[config.mk]
export PLATFORM = sky130hd
export DESIGN_NAME = router_input_buffer
export DESIGN_NICKNAME = d
export VERILOG_FILES = /design/src/rtl/router_pkg.sv /design/src/rtl/router_flit_fifo.sv /design/src/rtl/router_input_buffer.sv
export SDC_FILE = /design/constraint.sdc
export NUM_CORES = 1
export LEC_CHECK = 0
export BUFFER_PORTS_ARGS = -buffer_cell sky130_fd_sc_hd__buf_2
export CAP_MARGIN = 20
export CORE_UTILIZATION = 50
export DETAILED_ROUTE_END_ITERATION = 6
export GPL_TIMING_DRIVEN = 0
export PLACE_DENSITY_LB_ADDON = 0.1
export SYNTH_ARGS = -nofsm -noshare
export SYNTH_HDL_FRONTEND = slang
export SYNTH_SLANG_ARGS = --single-unit
[constraint.sdc]
create_clock -name clk -period 3.2 [get_ports clk]
set_clock_uncertainty 0.1 [all_clocks]
set_input_delay 0.16 -clock clk [delete_from_list [all_inputs] [get_ports clk]]
set_output_delay 0.16 -clock clk [all_outputs]
set_load 0.02 [all_outputs]
[src/rtl/router_pkg.sv]
// Shared types and helpers for the router input-port stage.
package router_pkg;

  localparam logic [1:0] FLIT_BODY   = 2'b00;
  localparam logic [1:0] FLIT_HEAD   = 2'b01;
  localparam logic [1:0] FLIT_TAIL   = 2'b10;
  localparam logic [1:0] FLIT_SINGLE = 2'b11;

  typedef enum logic [1:0] {
    StIdle,
    StRoute,
    StActive
  } rib_state_e;

  // Width needed to count 0..depth, i.e. entries or outstanding credits.
  function automatic int unsigned credit_width(input int unsigned depth);
    return $clog2(depth + 1);
  endfunction

  // Bit 0 of the type code marks a packet start, bit 1 a packet end.
  function automatic logic is_head(input logic [1:0] flit_type);
    return flit_type[0];
  endfunction

  function automatic logic is_tail(input logic [1:0] flit_type);
    return flit_type[1];
  endfunction

endpackage

[src/rtl/router_flit_fifo.sv]
// Flit FIFO storing payload and type; entries are zeroed at reset so the
// front reads as zero while empty.
module router_flit_fifo
  import router_pkg::*;
#(
  parameter int unsigned FLIT_W = 32,
  parameter int unsigned DEPTH  = 4
) (
  input  logic                             clk,
  input  logic                             rst_n,
  input  logic                             push,
  input  logic [FLIT_W-1:0]                push_flit,
  input  logic [1:0]                       push_type,
  input  logic                             pop,
  output logic [FLIT_W-1:0]                front_flit,
  output logic [1:0]                       front_type,
  output logic [credit_width(DEPTH)-1:0]   count,
  output logic                             full,
  output logic                             empty
);

  localparam int unsigned PtrW = $clog2(DEPTH);
  localparam int unsigned CntW = credit_width(DEPTH);

  logic [FLIT_W+1:0] mem_q [DEPTH];
  logic [PtrW-1:0]   wr_ptr_q, rd_ptr_q;
  logic [CntW-1:0]   count_q;

  always_ff @(posedge clk or negedge rst_n) begin
    if (!rst_n) begin
      for (int i = 0; i < int'(DEPTH); i++) begin
        mem_q[i] <= '0;
      end
      wr_ptr_q <= '0;
      rd_ptr_q <= '0;
      count_q  <= '0;
    end else begin
      if (push) begin
        mem_q[wr_ptr_q] <= {push_type, push_flit};
        wr_ptr_q        <= wr_ptr_q + PtrW'(1);
      end
      if (pop) begin
        rd_ptr_q <= rd_ptr_q + PtrW'(1);
      end
      if (push && !pop) begin
        count_q <= count_q + CntW'(1);
      end else if (pop && !push) begin
        count_q <= count_q - CntW'(1);
      end
    end
  end

  assign {front_type, front_flit} = mem_q[rd_ptr_q];
  assign count = count_q;
  assign full  = (count_q == CntW'(DEPTH));
  assign empty = (count_q == '0);

endmodule

[src/rtl/router_input_buffer.sv]
// Router input port: buffers link flits, requests a route per packet head,
// forwards the packet once granted and returns one credit per popped flit.
module router_input_buffer
  import router_pkg::*;
#(
  parameter int unsigned FLIT_W   = 32,
  parameter int unsigned DEPTH    = 4,
  parameter int unsigned DEST_W   = 4,
  parameter int unsigned DEST_LSB = 0
) (
  input  logic                           clk,
  input  logic                           rst_n,
  input  logic                           in_valid,
  input  logic [FLIT_W-1:0]              in_flit,
  input  logic [1:0]                     in_type,
  output logic                           credit_out,
  output logic                           route_req,
  output logic [DEST_W-1:0]              route_dest,
  input  logic                           route_gnt,
  output logic                           out_valid,
  output logic [FLIT_W-1:0]              out_flit,
  output logic [1:0]                     out_type,
  input  logic                           out_ready,
  output logic [credit_width(DEPTH)-1:0] occupancy,
  output logic                           overflow_err,
  output logic                           framing_err
);

  rib_state_e        state_q, state_d;
  logic              push, pop, full, empty;
  logic              framing_set;
  logic [FLIT_W-1:0] front_flit;
  logic [1:0]        front_type;
  logic              credit_q, overflow_q, framing_q;

  // A pop in the same cycle frees the slot, so a full FIFO can still accept.
  assign push = in_valid & (~full | pop);

  router_flit_fifo #(
    .FLIT_W (FLIT_W),
    .DEPTH  (DEPTH)
  ) u_fifo (
    .clk        (clk),
    .rst_n      (rst_n),
    .push       (push),
    .push_flit  (in_flit),
    .push_type  (in_type),
    .pop        (pop),
    .front_flit (front_flit),
    .front_type (front_type),
    .count      (occupancy),
    .full       (full),
    .empty      (empty)
  );

  always_comb begin
    state_d     = state_q;
    pop         = 1'b0;
    route_req   = 1'b0;
    out_valid   = 1'b0;
    framing_set = 1'b0;
    unique case (state_q)
      StIdle: begin
        if (!empty) begin
          if (is_head(front_type)) begin
            state_d = StRoute;
          end else begin
            // Stray body/tail with no open packet: discard and flag it.
            pop         = 1'b1;
            framing_set = 1'b1;
          end
        end
      end
      StRoute: begin
        route_req = 1'b1;
        if (route_gnt) begin
          state_d = StActive;
        end
      end
      StActive: begin
        out_valid = ~empty;
        if (out_valid && out_ready) begin
          pop = 1'b1;
          if (is_tail(front_type)) begin
            state_d = StIdle;
          end
        end
      end
      default: state_d = StIdle;
    endcase
  end

  always_ff @(posedge clk or negedge rst_n) begin
    if (!rst_n) begin
      state_q    <= StIdle;
      credit_q   <= 1'b0;
      overflow_q <= 1'b0;
      framing_q  <= 1'b0;
    end else begin
      state_q  <= state_d;
      credit_q <= pop;
      if (in_valid && full && !pop) begin
        overflow_q <= 1'b1;
      end
      if (framing_set) begin
        framing_q <= 1'b1;
      end
    end
  end

  assign route_dest   = front_flit[DEST_LSB +: DEST_W];
  assign out_flit     = front_flit;
  assign out_type     = front_type;
  assign credit_out   = credit_q;
  assign overflow_err = overflow_q;
  assign framing_err  = framing_q;

endmodule

==> flow_summary.yaml <==
die:
  die_height_um: 117
  design.core.area_sq_um: 12700
  start_util_pct: 51.8
  fp.dieW_um: 117
  rows: 41
  dieArea_sq_um: 13700
  ios: 85
grt:
  gr-total-overflow: 0
  grt_pass1_vias: 3943
  grt_max_degree: 78
  grt_pass1_wl_mm: 20.7
  antenna_found_initial: 0
  grt.total_usage_pct: 21.0
placement:
  hpwl_mm: 8.24
  gp_congestion: 0.721
  placed_area_sq_um: 7260
  io_buffers: 84
final_layout:
  n_antenna_cell: 0
  layout-drive-gt1-share_pct: 55.4
  final_area_sq_um: 8190
  finalNetCount: 574
  syn_to_final_growth_pct: 24.2
clocking:
  cts_buffer_depth: 2
  cts_setup_buffers: 0
  cts_root_buf: "clkbuf_16"
  clk_pin_slew_worst_paths_ns: 0.05
  tritoncts: "done"
  cts_max_level: 4
  insertion_delay_ns: 0.42
  cts_buffers: 17
  clock_sinks: 148
flow_run:
  drv_cap: 0
critical_path:
  crit_type: "reg2reg"
  r2r_setup_slack_ns: 0.16
  crit_slowest_cell: "mux4_2"
  crit_family: "multiplexers"
  required_ns: 3.44
  start_kind: "flip-flop"
  arrival_ns: 3.28
  end_kind: "flip-flop"
  critPathMaxFanout: 9
  slowest_delay_ns: 0.59
  crit_buf_inv: 3
  cp_cell_sequence: "buf_6, mux4_2, o32a_1, buf_6, a21boi_4, ha_1, inv_1, fa_1, xor2_1, nor2_1, xor2_1"
synthesis:
  ys_warn_count: 0
  ys.flop_type: "dfrtp_1"
  synthTopCellsByArea: "dfrtp_1, mux2_2, mux4_2, buf_6, mux2_1"
  synth_top_area_share_pct: 56.2
  syn_inst: 389
  synthArstFlopShare_pct: 100
  synth_fp_nets: 434
  ys_seq_elements: 148
  syn-cell-area_sq_um: 6600
  synth_cell_type_count: 27
  synth.avg_cell_area_sq_um: 17.0
  synth_edf_count: 0
  yosysSeqAreaShare_pct: 56.2
  synth_top_area_cell: "dfrtp_1"
sta:
  min_period_ns: 3.04
  tns_ns: 0
  fmax_mhz: 329
  drv_slew: 0
  setup_viol: 0
  relSlewSlack_pct: 35.8
  period_share_pct: 95.0
  worstMarginPinSlew_ns: 0.959
  rsz0062_at_grt: "false"
  hold_viol: 0
route:
  postRouteAntennaNets: 0
  wl_per_cell_um: 18.1
  wl_mm: 12.9
  drc: 0
  route.vias.total: 3725
  first_iter_violations: 162
  viasPerCell: 5.25
  dr.pass1.iters: 4
outcome:
  outcome: "completed"
power_and_ir_drop:
  power_mw: 9.65
  peakVddDrop_mv: 0.572
  pwr_density_cell_nw_per_um2: 1180
  p_leak_nw: 3.55
min_path:
  min_path_type: "in2reg"
==> final cells by class <==
cell class                 count  area [sq um]
buffer                        24           210
sequential                   148          3700
clock buffer                  22           474
clock inverter                 6          80.1
multi-input combinational    210          2660
timing repair buffer         122           825
tap                          172           215
inverter                       6          22.5
fill                         967          4530
==> sequential cells by signal (all words and copies together) (netlist names) <==
register / flops
credit_out: 1
framing_err: 1
overflow_err: 1
state_q: 2
u_fifo.count: 3
u_fifo.mem_q: 136
u_fifo.rd_ptr_q: 2
u_fifo.wr_ptr_q: 2
==> layer usage <==
layer  vias up  track usage, %  wire, um  part of all wire (%)
li1       1700               -         -                     -
met1      1939            27.8      5850                    45
met2        70            34.4      6420                    50
met3        16            4.43       401                   3.1
met4         0            7.85       206                   1.6
met5         -               0         0                     0
==> metrics by stage <==
| step | util [%] | instances | hold WS, ns | worst slack [ns] |
|---|---|---|---|---|
| after global routing | 64.4 | 710 | 0.0984 | 0.0103 |
| after CTS | 64.3 | 710 | 0.0427 | 0.0767 |
| final | 64.4 | 710 | 0.0517 | 0.160 |
| after floorplan | - | 389 | -0.236 | 0.246 |
| after detailed placement | 57.1 | 646 | 0.130 | -0.0450 |
| after global placement | 56.8 | 645 | 0.298 | -0.163 |
==> power breakdown <==
group / internal, mW / total [mW] / switching, mW
Combinational: 2.31 / 4.42 / 2.11
Sequential: 2.84 / 3.33 / 0.493
Clock: 1.18 / 1.89 / 0.705
Total: 6.34 / 9.65 / 3.31
==> worst min-delay path, cell delays in order <==
cell and delay [ns]:
buf_2 0.08, o31ai_1 0.08, nor2b_1 0.12, o21ai_0 0.08
==> cell usage after synthesis, types with 2 or more instances <==
library cell  instances
nor2_1                3
nand2_1               6
xor2_1                2
buf_6                14
mux4_2               34
buf_1                 4
nor2b_1               2
dfrtp_1             148
mux2_1               11
inv_1                 6
ha_1                  5
o31ai_1               2
xnor2_1               4
clkbuf_1              3
mux2_2              127
a21oi_4               4
buf_4                 4
==> final timing paths <==
path	from	to	depth (start not counted)
setup reg to reg	u_fifo.rd_ptr_q[0]	u_fifo.count[2]	11
max in group asynchronous	rst_n	u_fifo.mem_q[104]	3
min in group asynchronous	rst_n	u_fifo.mem_q[76]	2
hold reg to reg	framing_err	framing_err	2
setup / recovery	u_fifo.rd_ptr_q[0]	u_fifo.count[2]	11
hold / removal	out_ready	state_q[1]	4
==> cells in the final DEF, fill, tap and decap left out, drive strengths merged, types with 3 or more instances in the layout <==
master       instances
a21oi                4
buf                107
clkbuf              24
clkinv               4
dfrtp              148
dlygate4sd3         37
ha                   5
inv                  6
mux2               138
mux4                34
nand2                6
nor2                 3
xnor2                4
==> logic make-up (layout without fill, tap and decap cells) <==
logic type,count (synthesis),count (layout),share of synthesized area [%]
flip-flops,148,148,56.2
buffers and inverters,31,180,3.59
XOR/XNOR,6,6,0.797
adder cells (fa/ha/maj),6,6,1.25
AO/OA/AOI/OAI,11,11,1.88
AND/OR/NAND/NOR,15,15,1.16
multiplexers,172,172,35.2
==> what timing repair did <==
item,in CTS,in global routing
hold buffers,37,0
setup endpoints to repair,1,1
resized for setup,0,1
endpoints found under the hold margin,210,0
(Power assumes the default switching activity.)
